<file path="config.mk">
export PLATFORM = sky130hd
export DESIGN_NAME = instr_boot_loader
export DESIGN_NICKNAME = d
export VERILOG_FILES = /design/src/rtl/instr_boot_loader.sv
export SDC_FILE = /design/constraint.sdc
export NUM_CORES = 1
export LEC_CHECK = 0
export ABC_CLOCK_PERIOD_IN_PS = 3950
export BUFFER_PORTS_ARGS = -buffer_cell sky130_fd_sc_hd__buf_2
export CELL_PAD_IN_SITES_DETAIL_PLACEMENT = 0
export CELL_PAD_IN_SITES_GLOBAL_PLACEMENT = 2
export CORE_AREA = 2 2 95 106
export CTS_BUF_LIST = sky130_fd_sc_hd__clkbuf_2
export CTS_CLUSTER_DIAMETER = 30
export DETAILED_ROUTE_END_ITERATION = 7
export DIE_AREA = 0 0 97 108
export GPL_TIMING_DRIVEN = 1
export PLACE_DENSITY = 0.87
export SKIP_LAST_GASP = 1
export SYNTH_ARGS = -nofsm -noshare
export SYNTH_HDL_FRONTEND = slang
export SYNTH_SLANG_ARGS = --single-unit
</file>
<file path="constraint.sdc">
create_clock -name clk_i -period 3.95 [get_ports clk_i]
set_input_delay 0.5925 -clock clk_i [delete_from_list [all_inputs] [get_ports clk_i]]
set_output_delay 0.5925 -clock clk_i [all_outputs]
set_load 0.01 [all_outputs]
</file>
<file path="src/rtl/instr_boot_loader.sv">
`timescale 1ns/1ps
// instr_boot_loader: zero-fills the instruction memory, streams a program into it
// over a valid/ready link, then releases the downstream CPU from reset.
module instr_boot_loader #(
  parameter int IM_WORDS = 64,
  parameter int IM_AW    = 6
) (
  input  logic           clk_i,
  input  logic           rst_n,
  input  logic           restart_i,
  input  logic           load_valid_i,
  input  logic [31:0]    load_data_i,
  input  logic           load_last_i,
  output logic           load_ready_o,
  output logic           im_we_o,
  output logic [31:0]    im_addr_o,
  output logic [31:0]    im_wdata_o,
  output logic           cpu_rst_n_o,
  output logic           done_o,
  output logic           err_o,
  output logic [IM_AW:0] word_count_o
);

  typedef enum logic [1:0] {
    ST_CLEAR = 2'd0,
    ST_LOAD  = 2'd1,
    ST_RUN   = 2'd2,
    ST_ERROR = 2'd3
  } state_t;

  localparam logic [IM_AW-1:0] LP_LAST_IDX = IM_AW'(IM_WORDS - 1);
  localparam logic [IM_AW:0]   LP_FULL     = (IM_AW + 1)'(IM_WORDS);

  state_t           r_state;
  logic [IM_AW-1:0] r_clr_idx;
  logic [IM_AW:0]   r_word_count;
  logic             r_we;
  logic [31:0]      r_addr;
  logic [31:0]      r_wdata;
  logic             r_cpu_rst_n;
  logic             r_done;
  logic             r_err;

  logic             w_xfer;
  logic             w_full;
  logic [31:0]      w_clr_addr;
  logic [31:0]      w_cnt_addr;

  // Handshake: a word transfers on a rising edge where load_valid_i and
  // load_ready_o are both high; ready depends only on state, never on valid.
  assign load_ready_o = (r_state == ST_LOAD);
  assign w_xfer       = load_valid_i && load_ready_o;
  assign w_full       = (r_word_count == LP_FULL);
  assign w_clr_addr   = {{(30 - IM_AW){1'b0}}, r_clr_idx, 2'b00};
  assign w_cnt_addr   = {{(29 - IM_AW){1'b0}}, r_word_count, 2'b00};

  assign im_we_o      = r_we;
  assign im_addr_o    = r_addr;
  assign im_wdata_o   = r_wdata;
  assign cpu_rst_n_o  = r_cpu_rst_n;
  assign done_o       = r_done;
  assign err_o        = r_err;
  assign word_count_o = r_word_count;

  always_ff @(posedge clk_i) begin
    if (!rst_n) begin
      r_state      <= ST_CLEAR;
      r_clr_idx    <= '0;
      r_word_count <= '0;
      r_we         <= 1'b0;
      r_addr       <= '0;
      r_wdata      <= '0;
      r_cpu_rst_n  <= 1'b0;
      r_done       <= 1'b0;
      r_err        <= 1'b0;
    end else begin
      case (r_state)
        ST_CLEAR: begin
          r_we    <= 1'b1;
          r_addr  <= w_clr_addr;
          r_wdata <= '0;
          if (r_clr_idx == LP_LAST_IDX) begin
            r_state <= ST_LOAD;
          end else begin
            r_clr_idx <= r_clr_idx + IM_AW'(1);
          end
        end
        ST_LOAD: begin
          r_we <= 1'b0;
          if (w_xfer) begin
            // A word beyond capacity is an overflow even if it claims to be last.
            if (w_full) begin
              r_state <= ST_ERROR;
              r_err   <= 1'b1;
            end else begin
              r_we         <= 1'b1;
              r_addr       <= w_cnt_addr;
              r_wdata      <= load_data_i;
              r_word_count <= r_word_count + (IM_AW + 1)'(1);
              if (load_last_i) begin
                r_state <= ST_RUN;
                r_done  <= 1'b1;
              end
            end
          end
        end
        ST_RUN: begin
          r_we <= 1'b0;
          if (restart_i) begin
            r_state      <= ST_CLEAR;
            r_clr_idx    <= '0;
            r_word_count <= '0;
            r_cpu_rst_n  <= 1'b0;
            r_done       <= 1'b0;
          end else begin
            // Lags RUN entry by one cycle so the final write lands first.
            r_cpu_rst_n <= 1'b1;
          end
        end
        ST_ERROR: begin
          r_we        <= 1'b0;
          r_cpu_rst_n <= 1'b0;
          if (restart_i) begin
            r_state      <= ST_CLEAR;
            r_clr_idx    <= '0;
            r_word_count <= '0;
            r_err        <= 1'b0;
          end
        end
        default: r_state <= ST_CLEAR;
      endcase
    end
  end

endmodule

</file>
Word level (Yosys, flattened, before mapping)
Cells that the tools add are included.

Output and inout bits: 76. Bits of input ports: 37. Word-level logic and storage cells: 73. Bits in registers: 83.

Equality and inequality tests: 15. Add/subtract/negate cells: 2. Reductions and logical operators: 15. Multiplexer cells: 32.

Operator list (count): $mux W32 (4); $pmux W32 S2 (2); $mux W7 (3); $pmux W7 S2 (1); $mux W6 (2); $ne A2 B2 Y1 const B (6); $pmux W6 S2 (1); $reduce_and A4 Y1 (3); $reduce_bool A2 Y1 (6); $mux W2 (5); $mux W1 (9); $add A7 B1 Y7 const B (1); $eq A7 B7 Y1 const B (1); $add A6 B1 Y6 const B (1); $eq A6 B6 Y1 const B (1); $ne A2 B1 Y1 const B (3); $pmux W1 S2 (3); $pmux W2 S3 (1); $reduce_and A3 Y1 (2); $reduce_and A5 Y1 (1); $eq A2 B2 Y1 const B (2); $ne A3 B2 Y1 const B (1); $pmux W1 S3 (1); $eq A2 B1 Y1 const B (1); 3 further kinds (3).

Depth between registers and ports, before layout
Gate-level depths: netlist of the first run.

Depth in word-level cells: 4. Mapped depth: 8. Gate-level depth less buffers: 6.

Worst setup path before layout of the first run
Ideal clock, no wire load.

Kind: reg2reg. From: register r_word_count[0] (netlist: word_count_o[0]). To: register r_wdata[22] (netlist: im_wdata_o[22]). Stages on the path, launching flop included: 8. Data required time: 3833 ps. Period minus slack after synthesis: 1938 ps. Slack: 2012 ps. Library setup time: 117 ps. Path buffers: 1. Data arrival time: 1822 ps. Cell sequence: dfxtp_1 > inv_1 > ha_1 > and3b_1 > a221oi_2 > nor2_2 > buf_2 > a22o_1.

Longest elaborated chain between the ends: 3.

RTL lines: start: declaration (RTL line 36) `logic [IM_AW:0] r_word_count;`; start signal: assignment (RTL line 99) `r_word_count <= r_word_count + (IM_AW + 1)'(1);`; $eq A7 B7 Y1 (RTL line 53) `assign w_full = (r_word_count == LP_FULL);`; $ne A2 B2 Y1 (no source line); $reduce_and A3 Y1 (no source line); end signal: assignment (RTL line 98) `r_wdata <= load_data_i;`; end: declaration (RTL line 39) `logic [31:0] r_wdata;`.

Every way passes these cells. A chain may end at the register's enable or synchronous reset.

Final worst setup path of the first run
From: register r_state[0]. To: output load_ready_o.

Longest elaborated chain between the ends: 1.

RTL lines: start: declaration (RTL line 34) `state_t r_state;`; start signal: assignment (RTL line 67) `r_state <= ST_CLEAR;`; start signal: assignment (RTL line 83) `r_state <= ST_LOAD;`; start signal: assignment (RTL line 93) `r_state <= ST_ERROR;`; $eq A2 B1 Y1 (RTL line 51) `assign load_ready_o = (r_state == ST_LOAD);`; end: declaration (RTL line 14) `output logic load_ready_o,`.

Every way passes these cells.

==> results of run 1 <==
## critical path: stages (launching register included)
cell and delay (ns):
dfxtp_1 0.81, nand2b_1 0.47, inv_1 0.13, buf_2 0.14
## path summary, 6_finish.rpt
path,to,slack (ns)
min,im_wdata_o[14],0.31
max,load_ready_o,1.33
min reg2reg,im_wdata_o[15],0.49
max reg2reg,im_wdata_o[20],1.61
## metal layers
layer  global-route usage  part of all wire  vias up
met4              0.05231            0.0079        0
met1               0.1783              0.46     1141
met2               0.2168              0.45      114
met5                    0                 0        -
met3              0.04654             0.083        6
li1                     -                 -     1257
## sequential cells by signal (all words and copies together) (netlist names)
name and flops:
im_wdata_o 32, err_o 1, r_clr_idx 6, word_count_o 7, r_state 2, im_we_o 1, cpu_rst_n_o 1, im_addr_o 7
done_o 1
## synthesized netlist by cell type, types with 2 or more instances
master / n / area (sq um)
o21a_1: 2 / 15.01
buf_4: 27 / 202.7
a31oi_1: 4 / 25.02
o21ai_1: 2 / 10.01
buf_6: 2 / 22.52
a21oi_1: 9 / 45.04
a2111oi_0: 2 / 17.52
and3b_1: 2 / 17.52
nor3_1: 5 / 25.02
o221ai_1: 4 / 35.03
nand2_1: 27 / 101.4
o311ai_0: 13 / 113.9
inv_1: 6 / 22.52
a22o_1: 19 / 166.4
and4_1: 2 / 17.52
or4_1: 3 / 22.52
nor2b_1: 2 / 12.51
o21ai_0: 9 / 45.04
nand2b_1: 3 / 18.77
ha_1: 3 / 37.54
and3_1: 3 / 18.77
buf_2: 2 / 10.01
o31ai_1: 3 / 22.52
nand3_1: 19 / 95.09
nand4_1: 16 / 100.1
dfxtp_1: 58 / 1161
nor2_2: 2 / 12.51
o22ai_1: 2 / 12.51
nor2_1: 17 / 63.81
nand3b_1: 2 / 15.01
clkbuf_1: 15 / 56.30
## final cells by class
class,instances,area share
Clock buffer,10,0.01530
Timing Repair Buffer,90,0.1400
Multi-Input combinational cell,219,0.4120
Sequential cell,58,0.3550
Tap cell,117,0.04476
Inverter,7,0.008034
Clock inverter,6,0.02487
## through the flow
step,utilization,worst slack (ns),area [sq um]
after detailed placement,0.3374,1.606,3139
after global placement,0.3374,1.638,3139
after CTS,0.3515,1.263,3271
after floorplan,-,2.012,2826
after global routing,0.3515,1.109,3271
final,0.3515,1.331,3271
## logic make-up (layout without fill, tap and decap cells)
logic type,after synthesis,after routing,synth area share
other,1,25,0.001370
multiplexers,1,1,0.003658
buffers and inverters,54,113,0.1175
flip-flops,58,58,0.4243
adder cells (fa/ha/maj),3,3,0.01372
AO/OA/AOI/OAI,80,80,0.2268
AND/OR/NAND/NOR,110,110,0.2126
## power groups by stage
stage | Clock, mW | Combinational [mW] | Sequential, mW
after global placement | 0 | 0.0647 | 0.607
after CTS | 0.448 | 0.0638 | 0.595
final | 0.436 | 0.0639 | 0.595
after floorplan | 0 | 0.0544 | 0.607
after global routing | 0.474 | 0.0720 | 0.596
after detailed placement | 0 | 0.0637 | 0.607
==> key figures, run 1 <==
CTS
  – CTS Buf Count: 9
  – Clock Path Buffers: 2
  – Worst skew pair latency: 0.49 ns
  – CTS resizes: 0
  – CTS root buf: clkbuf_2
  – CTS sink count: 58
  – CTS tree: yes
  – Htree depth: 3
  – Cts hold-fix bufs: 0
  – Setup Fix Bufs, Post-CTS: 0
  – Reg clk slew, reported paths: 0.19 ns

Timing
  – RSZ-0062 raised after global routing: no
  – Actual transition at the worst max-transition pin: 1.047 ns
  – Fmax: 381.8 MHz
  – Tcrit/Tclk final: 0.6631
  – Hold slack: 0.3056 ns
  – Total negative setup slack: 0 ns
  – Min Tclk post-route: 2.619 ns
  – Slew Viols, Final: 0
  – Final hold violation count: 0
  – Clock skew: 0.02837 ns
  – Relative slew slack: 0.3019
  – Final setup vio count: 0

Drt
  – Count of TritonRoute iterations in the first routing pass: 4
  – Wire per inst: 14.20 um
  – DR vias: 2518
  – DRC Markers: 0
  – Routed WL: 7.197 mm
  – Initial drt markers: 99
  – Via-to-Cell Ratio: 4.966
  – Antenna viol nets, final: 0

Synth
  – Netlist Area Pre-Place: 2736 sq um
  – Async SR Flop Fraction: 0
  – Synth unique cells: 53
  – Avg Inst Size Synth: 8.913 sq um
  – Number of flops mapped to enable cells by yosys: 0
  – Dominant synthesized flop cell: dfxtp_1
  – Seq cells post-synth: 58
  – Register area share after synthesis: 0.4243
  – Synth warn: 0
  – Cells after Synth: 307

Cells and area
  – Commonest non-fill, non-tap cells in the layout: buf_2, dfxtp_1, nand2_1, conb_1
  – Multi-input logic area: 1348 sq um
  – Fin nets: 425
  – Count of non-filler cells in the finished layout: 507
  – Storage element area: 1161 sq um
  – # diodes: 0
  – Share of layout cells above drive strength 1: 0.2949
  – Leading cell type in the layout, fill and taps excluded: buf_2
  – Number of fill cells: 959
  – Area Growth Syn to Fin: 19.52%

Setup path
  – CP Capture Type: output pin
  – Setup Crit Path Kind: reg2out
  – CP Max Fanout: 21
  – Arrival @ worst endpoint: 2.03 ns
  – CP Data Required Time: 3.36 ns
  – FF-to-FF Start: r_state[0]
  – Reg2reg path depth: 5
  – Worst Setup SP: r_state[0]
  – Critical path startpoint category: register

Pwr
  – P per Cell Area: 334.9 nW/um^2
  – Sw Ratio: 0.2509
  – Switching power: 0.2748 mW
  – Seq pwr share: 0.543
  – Comb pwr share: 0.058
  – Worst IR drop on VDD: 197.4 uV
  – Power share of the clock group: 0.398
  – Final Power: 1.095 mW
  – Internal power: 0.8204 mW
  – Static leakage: 1.477 nW

Floorplanning
  – Core area: 9305 sq um
  – Die W: 97 um
  – Die area: 10480 sq um
  – Initial Util: 0.2941
  – Site row count: 37
  – IO Pins: 113
  – Die height: 108 um

Global routing
  – First-pass GRT wire length: 11.75 mm
  – GR Overflow Total: 0
  – Largest net degree at the start of global routing: 63
  – Vias in the first global route: 2326
  – Tot GR Track Use: 0.1386
  – Initial antenna violation count: 0

Run status
  – Status: finished, final reports clean

Placed design
  – HPWL Detailed: 4.967 mm
  – Placed insts: 491
  – Buffers on Ports: 87
  – Placer Congestion: 0.8011

Hold path
  – Worst Hold Launch: load_data_i[14]
  – Tightest Hold Check Type: in2reg
  – Hold Path Stages: 2

Job
  – Max-cap violations: 0
No activity file was read; power rests on OpenSTA's default activity.
==> inputs of run 2 (changes only) <==
==> config.mk (replaced) <==
export PLATFORM = sky130hd
export DESIGN_NAME = instr_boot_loader
export DESIGN_NICKNAME = d
export VERILOG_FILES = /design/src/rtl/instr_boot_loader.sv
export SDC_FILE = /design/constraint.sdc
export NUM_CORES = 1
export LEC_CHECK = 0
export ABC_AREA = 1
export ABC_CLOCK_PERIOD_IN_PS = 2500
export BUFFER_PORTS_ARGS = -buffer_cell sky130_fd_sc_hd__buf_2
export CELL_PAD_IN_SITES_DETAIL_PLACEMENT = 0
export CELL_PAD_IN_SITES_GLOBAL_PLACEMENT = 2
export CORE_AREA = 2 2 102 114
export CTS_BUF_LIST = sky130_fd_sc_hd__clkbuf_2
export CTS_CLUSTER_DIAMETER = 30
export DETAILED_ROUTE_END_ITERATION = 7
export DIE_AREA = 0 0 104 116
export GPL_TIMING_DRIVEN = 1
export PLACE_DENSITY = 0.82
export SKIP_LAST_GASP = 1
export SYNTH_ARGS = -nofsm -noshare
export SYNTH_HDL_FRONTEND = slang
export SYNTH_SLANG_ARGS = --single-unit
==> constraint.sdc (replaced) <==
create_clock -name clk_i -period 2.5 [get_ports clk_i]
set_input_delay 0.375 -clock clk_i [delete_from_list [all_inputs] [get_ports clk_i]]
set_output_delay 0.375 -clock clk_i [all_outputs]
set_load 0.01 [all_outputs]
==> key figures, run 2 <==
Timing
  – Clock skew: 0.02158 ns
  – Final hold violation count: 0
  – Total negative setup slack: 0 ns
  – RSZ-0062 raised after global routing: no
  – Final setup vio count: 0
  – Tcrit/Tclk final: 0.7737
  – Final setup margin: 0.5657 ns
  – Slew Viols, Final: 0
  – Relative slew slack: 0.5776
  – Actual transition at the worst max-transition pin: 0.6329 ns
  – Min Tclk post-route: 1.934 ns
  – Fmax: 517.0 MHz

Pwr
  – P per Cell Area: 772.0 nW/um^2
  – Worst IR drop on VDD: 243.1 uV
  – Static leakage: 1.516 nW

Synth
  – Synth warn: 0
  – Count leader, synth: nand2_1
  – Register area share after synthesis: 0.4147
  – Async SR Flop Fraction: 0
  – Post-synth top cells: nand2_1, dfxtp_1, nand3_1
  – Cell taking the most area after synthesis: dfxtp_1
  – Netlist Area Pre-Place: 2800 sq um
  – Seq cells post-synth: 58
  – Synth unique cells: 23
  – Dominant synthesized flop cell: dfxtp_1
  – Synth area leaders: dfxtp_1, nand2_1, nand3_1, a21oi_1, buf_4
  – Share of the synthesized area in the top cell type: 0.4147
  – Cells after Synth: 384
  – Number of flops mapped to enable cells by yosys: 0
  – Avg Inst Size Synth: 7.292 sq um

CTS
  – Htree depth: 3
  – CTS Buf Count: 9
  – CTS resizes: 0
  – Cts hold-fix bufs: 0
  – Reg clk slew, reported paths: 0.17 ns
  – Setup Fix Bufs, Post-CTS: 0
  – Clock Path Buffers: 2
  – CTS sink count: 58
  – CTS tree: yes
  – Worst skew pair latency: 0.46 ns
  – CTS root buf: clkbuf_2

Cells and area
  – Post-layout util: 0.3058
  – Area Growth Syn to Fin: 18.05%
  – Final Cell Area: 3306 sq um
  – Commonest non-fill, non-tap cells in the layout: buf_2, nand2_1, dfxtp_1, nand3_1, a21oi_1
  – Leading cell type in the layout, fill and taps excluded: buf_2
  – Share of layout cells above drive strength 1: 0.2580
  – Max FFs per register: 32
  – Fin nets: 506
  – Count of non-filler cells in the finished layout: 616
  – # diodes: 0

Global routing
  – Initial antenna violation count: 0
  – Largest net degree at the start of global routing: 41
  – First-pass GRT wire length: 12.53 mm
  – Vias in the first global route: 2500
  – GR Overflow Total: 0
  – Tot GR Track Use: 0.1311

Floorplanning
  – Die area: 12060 sq um
  – Site row count: 40
  – Die W: 104 um
  – Core area: 10810 sq um
  – IO Pins: 113
  – Initial Util: 0.2590
  – Die height: 116 um

Placed design
  – Pre-CTS setup slack: 0.5944 ns
  – Buffers on Ports: 87
  – Placer Congestion: 0.7860
  – Placed insts: 602
  – Post-DP Area: 3234 sq um
  – HPWL Detailed: 5.514 mm

Job
  – Max-cap violations: 0

Setup path
  – R2r endpoint: word_count_o[6]
  – Worst Setup SP: r_state[1]
  – Largest delay contributor family on the critical path: simple AND/OR/NAND/NOR gates
  – Reg2Reg Setup Slack: 0.57 ns
  – CP Data Required Time: 2.90 ns
  – CP Capture Type: register
  – CP max stage cell: dfxtp_1
  – Arrival @ worst endpoint: 2.33 ns
  – Critical path startpoint category: register
  – CP cell instances: inv_1 -> nand3_1 -> nand2_1 -> inv_1 -> nand3_1 -> nand2_1 -> nand2_1 -> nor2_1
  – Worst path bufs/invs: 2
  – Reg2reg path depth: 8
  – CP Max Fanout: 12
  – Worst path most repeated cell: nand2_1
  – Max stage delay on crit path: 0.60 ns
  – FF-to-FF Start: r_state[1]
  – Setup Crit Path Kind: reg2reg

Drt
  – Antenna viol nets, final: 0
  – Initial drt markers: 109
  – Count of TritonRoute iterations in the first routing pass: 4
  – Routed WL: 7.646 mm
  – DRC Markers: 0
  – Wire per inst: 12.41 um
  – DR vias: 2665
  – Via-to-Cell Ratio: 4.326

Hold path
  – Tightest Hold Check Type: in2reg
  – Hold worst-path end: im_wdata_o[8]
  – Hold Path Stages: 3
  – Worst Hold Launch: load_data_i[8]

Run status
  – Status: finished, final reports clean
run 2: logic make-up after synthesis:
family | share of synthesized area
compound gates | 0.1197
fa+ha+maj | 0.01341
simple gates | 0.3025
buf+inv | 0.1483
other cells | 0.001339
flops | 0.4147
run 2: worst max path at each step:
stage / endpoint / slack (ns) / cells after the start
finish: word_count_o[6] / 0.57 / 8
global route: word_count_o[6] / 0.30 / 8
global placement: r_state[0] / 0.60 / 11
detailed placement: word_count_o[6] / 0.59 / 8
floorplan: im_addr_o[8] / 0.94 / 11
CTS: word_count_o[6] / 0.54 / 8
run 2: power by group:
part	internal, mW	total (mW)	leakage (nW)	switching (mW)
logic	0.294	0.937	0.995	0.643
registers	1.05	1.16	0.470	0.105
clock network	0.118	0.456	0.0511	0.338
run 2: cell type report:
cell class,instances,area [sq um]
sequential,58,1161
inverter,28,110.1
clock inverter,4,21.27
timing repair buffer,91,465.4
fill,1229,7505
tap,147,183.9
multi-input combinational,278,1314
clock buffer,10,50.05
run 2: metrics by stage:
stage / hold WS [ns] / power, mW
floorplan: 0.4591 / 1.922
global placement: 0.4454 / 2.139
detailed placement: 0.4499 / 2.134
CTS: 0.09493 / 2.610
global route: 0.08033 / 2.789
finish: 0.1541 / 2.552
run 2: worst min-delay path, cell delays in order:
cell and delay [ns]:
buf_2 0.09, nand3_1 0.07, a21oi_1 0.06
run 2: metal layers:
metal  vias up  share of wire  global-route usage
li1       1367              -                   -
met1      1201           0.45              0.1586
met2        90           0.48              0.2149
met3         7          0.060             0.03937
met4         0          0.013             0.06306
met5         -              0                   0
